$ cat config.mk
export PLATFORM = sky130hd
export DESIGN_NAME = sysarr_mac_pipe
export DESIGN_NICKNAME = d
export VERILOG_FILES = /design/src/rtl/sysarr_mac_pipe.sv
export SDC_FILE = /design/constraint.sdc
export NUM_CORES = 1
export LEC_CHECK = 0
export CORE_ASPECT_RATIO = 1.4
export CORE_MARGIN = 1
export CORE_UTILIZATION = 60
export DETAILED_ROUTE_END_ITERATION = 8
export PLACE_DENSITY = 0.9
export SLEW_MARGIN = 20
export SYNTH_ARGS = -nofsm -noshare
export SYNTH_HDL_FRONTEND = slang
export SYNTH_SLANG_ARGS = --single-unit
$ cat constraint.sdc
create_clock -name clk -period 15.6 [get_ports clk]
set_input_delay 3.12 -clock clk [delete_from_list [all_inputs] [get_ports clk]]
set_output_delay 3.12 -clock clk [all_outputs]
set_load 0.02 [all_outputs]
$ cat src/rtl/sysarr_mac_pipe.sv
// Pipelined signed multiply-accumulate PE with a stationary weight and LATENCY-cycle result timing.
// Optional feature: define SYSARR_MAC_SAT_EN to clamp overflowing sums instead of wrapping.
module sysarr_mac_pipe #(
  parameter int DATA_W  = 16,
  parameter int ACC_W   = 32,
  parameter int LATENCY = 3
) (
  input  logic              clk,
  input  logic              nRST,
  input  logic              MAC_shift,
  input  logic              start,
  input  logic [DATA_W-1:0] in_value,
  input  logic [DATA_W-1:0] weight,
  input  logic [ACC_W-1:0]  in_accumulate,
  output logic [DATA_W-1:0] out_value,
  output logic [ACC_W-1:0]  out_accumulate,
  output logic              value_ready,
  output logic              overflow,
  output logic              busy
);

  localparam int PROD_W = 2 * DATA_W;

  logic [DATA_W-1:0] weight_reg;
  logic [PROD_W-1:0] a_ext;
  logic [PROD_W-1:0] w_ext;
  logic [PROD_W-1:0] prod_in;

  // Operands of the final add stage, either straight from the inputs or from the delay line.
  logic              s_valid;
  logic [PROD_W-1:0] s_prod;
  logic [ACC_W-1:0]  s_acc;
  logic              busy_next;

  logic [ACC_W:0]    sum_full;
  logic [ACC_W-1:0]  sum_out;
  logic              sum_ovf;

  // The low PROD_W bits of the product of sign-extended operands are the exact signed product.
  assign a_ext   = {{DATA_W{in_value[DATA_W-1]}}, in_value};
  assign w_ext   = {{DATA_W{weight_reg[DATA_W-1]}}, weight_reg};
  assign prod_in = a_ext * w_ext;

  if (LATENCY == 1) begin : g_lat1
    assign s_valid   = start;
    assign s_prod    = prod_in;
    assign s_acc     = in_accumulate;
    assign busy_next = start;
  end else begin : g_pipe
    logic [LATENCY-2:0] vld;
    logic [PROD_W-1:0]  prod_q [LATENCY-1];
    logic [ACC_W-1:0]   acc_q  [LATENCY-1];

    // NOTE: only the valid bits need reset; payload registers are qualified by them.
    always_ff @(posedge clk) begin
      if (!nRST) begin
        vld <= '0;
      end else begin
        vld[0] <= start;
        for (int i = 1; i < LATENCY - 1; i++) vld[i] <= vld[i-1];
      end
    end

    always_ff @(posedge clk) begin
      prod_q[0] <= prod_in;
      acc_q[0]  <= in_accumulate;
      for (int i = 1; i < LATENCY - 1; i++) begin
        prod_q[i] <= prod_q[i-1];
        acc_q[i]  <= acc_q[i-1];
      end
    end

    assign s_valid   = vld[LATENCY-2];
    assign s_prod    = prod_q[LATENCY-2];
    assign s_acc     = acc_q[LATENCY-2];
    // Everything that will still be in flight after this edge, including the result stage.
    assign busy_next = start | (|vld);
  end

  // NOTE: every variable written here gets a value first, so no latch can be inferred.
  always_comb begin
    sum_full = {s_acc[ACC_W-1], s_acc}
             + {{(ACC_W + 1 - PROD_W){s_prod[PROD_W-1]}}, s_prod};
    sum_ovf  = sum_full[ACC_W] ^ sum_full[ACC_W-1];
    sum_out  = sum_full[ACC_W-1:0];
`ifdef SYSARR_MAC_SAT_EN
    if (sum_ovf) begin
      sum_out = sum_full[ACC_W] ? {1'b1, {(ACC_W - 1){1'b0}}}
                                : {1'b0, {(ACC_W - 1){1'b1}}};
    end
`endif
  end

  // NOTE: non-blocking assignments keep every register sampling pre-edge values.
  always_ff @(posedge clk) begin
    if (!nRST) begin
      weight_reg     <= '0;
      out_value      <= '0;
      out_accumulate <= '0;
      overflow       <= 1'b0;
      value_ready    <= 1'b0;
      busy           <= 1'b0;
    end else begin
      if (MAC_shift) weight_reg <= weight;
      if (start)     out_value  <= in_value;
      value_ready <= s_valid;
      busy        <= busy_next;
      if (s_valid) begin
        out_accumulate <= sum_out;
        overflow       <= sum_ovf;
      end
    end
  end

endmodule
==> flow_summary.ini <==
[placed_design]
gp_congestion = 0.979
dp_hpwl_um = 29700
dp.cells = 2130
portBuffers = 118

[timing]
min_period_ns = 9.31
skew_ns = 0.0131
finalSetupViolCount = 0
max-slew-margin-rel_pct = 34.4
drv_slew = 0
worstMarginPinSlew_ns = 0.982
finalCritPeriodShare_pct = 59.7
tns_ns = 0
fmax_mhz = 107
finalHoldViolCount = 0
rsz0062_at_grt = false

[synthesis]
synth_cells = 1700
synth_area_leaders = fa_1 (32%), dfxtp_1 (24%), ha_1 (8.7%)
synth_ff_type = dfxtp_1
yosysMostFrequentCell = inv_1
synth_area_sq_mm = 0.0165
synth_top_area_share_pct = 32.0
synth_warnings = 0
synth-async-reset-ratio_pct = 0
synth-edff-count = 0
yosysSeqAreaShare_pct = 24.0
ys_types = 62
yosysTopAreaCell = fa_1
avgSynthCellArea_sq_um = 9.68
ys_ff_latch = 197
synth_common_cells = inv_1 (309), fa_1 (263), dfxtp_1 (197), nand2_1 (155), and2_1 (131)
syn_nets = 2145

[status]
status = finished, final reports clean

[routing]
via_per_inst = 5.63
avgRoutedWirePerCell_um = 17.5
dr.pass1.iters = 8
route.vias.total = 12166
ant_nets = 0
drcViolationCount = 0
wl_um = 37900
drt_iter0_drc = 760

[clock_tree]
cts_setup_buffers = 0
cts-root-buf = clkbuf_16
clk_latency_ns = 0.46
htree_levels = 4
ctsHoldBuffers = 0
cts_tree = built
cts_buffer_depth = 2
cts_resized = 0
numCtsBuffers = 17
clkTransAtPathRegs_ns = 0.07
cts_sinks = 197

[finish]
antenna_cells = 0
drive_gt1_share_pct = 2.62
multi_input_area_sq_mm = 0.0111
area_delta_synth_final_pct = 12.1
nFillCells = 1945
nets = 2229
layout.cells.non_filler = 2161
reg_top3 = g_pipe.acc_q: 64 flops, g_pipe.prod_q: 64 flops, out_accumulate: 32 flops
sequential_cell_area_sq_mm = 0.00394

[critical_path]
max_stage_delay_ns = 0.91
cp.arrival_ns = 9.65
crit_path_start_kind = input port
critPathKind = in -> reg
crit_chain = clkdlybuf4s50_1 > nand2_1 > fa_1 > inv_1 > fa_1 > inv_1 > fa_1 > inv_1 > fa_1 > fa_1 > inv_1 > fa_1 > inv_1 > ha_1 > and4_1 > nand2_1 > o311ai_1 > a221o_1 > a31o_1 > a21oi_2 > xnor2_1
crit_required_ns = 15.95
path_delay_family = adder cells
crit_buf_inv = 6
crit_path_end_kind = register
crit_slowest_cell = clkdlybuf4s50_1
worstRegToRegCells = 20
critPathMostFrequentCell = fa_1
cp.depth = 21
cp_max_fo = 17

[job]
drv_cap = 0

[global_route]
grt_pass1_vias = 13098
grt_max_degree = 42
gr-total-overflow = 0
antenna_found_initial = 0
grtUsageTotal_pct = 28.9
grt_pass1_wl_um = 62700

[floorplanning]
die_w_um = 142
io_pins = 119
fp.dieArea_sq_mm = 0.0281
start_util_pct = 61.2
fp-row-count = 71
coreArea_sq_mm = 0.0269
die_h_um = 198

[pwr]
cellLeakagePower_nw = 8.77
power.density_mw_per_mm2 = 142
peakVddDrop_mv = 0.104

[hold_path]
hold_path.class = reg -> reg
worstHoldPathCells = 0
-- final cells by class --
cell class,count,share of cell area (%)
clock buffers,17,2.30
clock inverters,14,0.671
inverters,310,6.30
multi-input cells,1136,60.3
flip-flops and latches,197,21.4
well taps,365,2.47
repair buffers,122,6.56
-- logic make-up (layout without fill, tap and decap cells) --
logic type / Yosys count / in the layout / synth area share, %
fa+ha+maj: 377 / 377 / 40.7
flops: 197 / 197 / 24.0
xor+xnor: 53 / 53 / 2.82
simple gates: 461 / 461 / 13.7
buf+inv: 367 / 463 / 8.39
compound gates: 203 / 203 / 7.91
mux: 42 / 42 / 2.55
-- report_power, final --
part	total [W]	switching, W	internal [W]
Sequential	0.000664	0.0000460	0.000618
Clock	0.000414	0.000206	0.000208
Combinational	0.00155	0.000879	0.000666
-- per-layer routing --
layer | vias up | track usage [%] | routed length [um]
met3 | 196 | 4.93 | 2290
met4 | 0 | 16.5 | 2080
li1 | 5471 | - | -
met2 | 547 | 52.7 | 19700
met5 | - | 0 | 0
met1 | 5952 | 31.2 | 13900
-- placed cells by master, fill, tap and decap left out, drive strengths merged, types with 7 or more instances in the layout --
master and n:
a211oi 11, a21o 16, a21oi 65, a31oi 9, and2 132, clkbuf 17, clkdlybuf4s50 118, dfxtp 197
fa 263, ha 114, inv 314, mux2i 42, nand2 155, nand2b 9, nand3 24, nand4 11
nor2 87, nor2b 9, nor3 13, o21a 7, o21ai 49, xnor2 43, xor2 10
-- through the flow --
step	hold WS, ns	power (W)	instance area [sq um]	utilization, %	setup slack (ns)
after floorplan	0.310	0.00183	16500	-	6.95
after global placement	0.311	0.00211	17900	66.5	6.10
after detailed placement	0.312	0.00219	17900	66.5	5.94
after CTS	0.328	0.00262	18500	68.6	6.40
after global routing	0.334	0.00284	18500	68.6	6.02
final	0.327	0.00262	18500	68.6	6.29
-- worst reg2reg max path, stage by stage, from the launching register on --
cell	delay, ns
dfxtp_1	0.81
nand2_1	0.21
fa_1	0.59
inv_1	0.06
fa_1	0.55
inv_1	0.09
fa_1	0.55
inv_1	0.06
fa_1	0.41
fa_1	0.52
inv_1	0.05
fa_1	0.48
inv_1	0.04
ha_1	0.37
and4_1	0.28
nand2_1	0.09
o311ai_1	0.62
a221o_1	0.30
a31o_1	0.18
a21oi_2	0.06
xnor2_1	0.12
-- final timing paths --
kind                                                   from                            to  slack (ns)
worst max-delay path                            in_value[7]  g_pipe.prod_q[0][30]$_DFF_P_        6.29
worst min-delay path            g_pipe.prod_q[0][7]$_DFF_P_  g_pipe.prod_q[0][39]$_DFF_P_        0.33
worst max register to register   weight_reg[7]$_SDFFE_PN0P_  g_pipe.prod_q[0][30]$_DFF_P_        9.06
worst min register to register  g_pipe.prod_q[0][7]$_DFF_P_  g_pipe.prod_q[0][39]$_DFF_P_        0.33
Power figures use the tool's default switching activity.
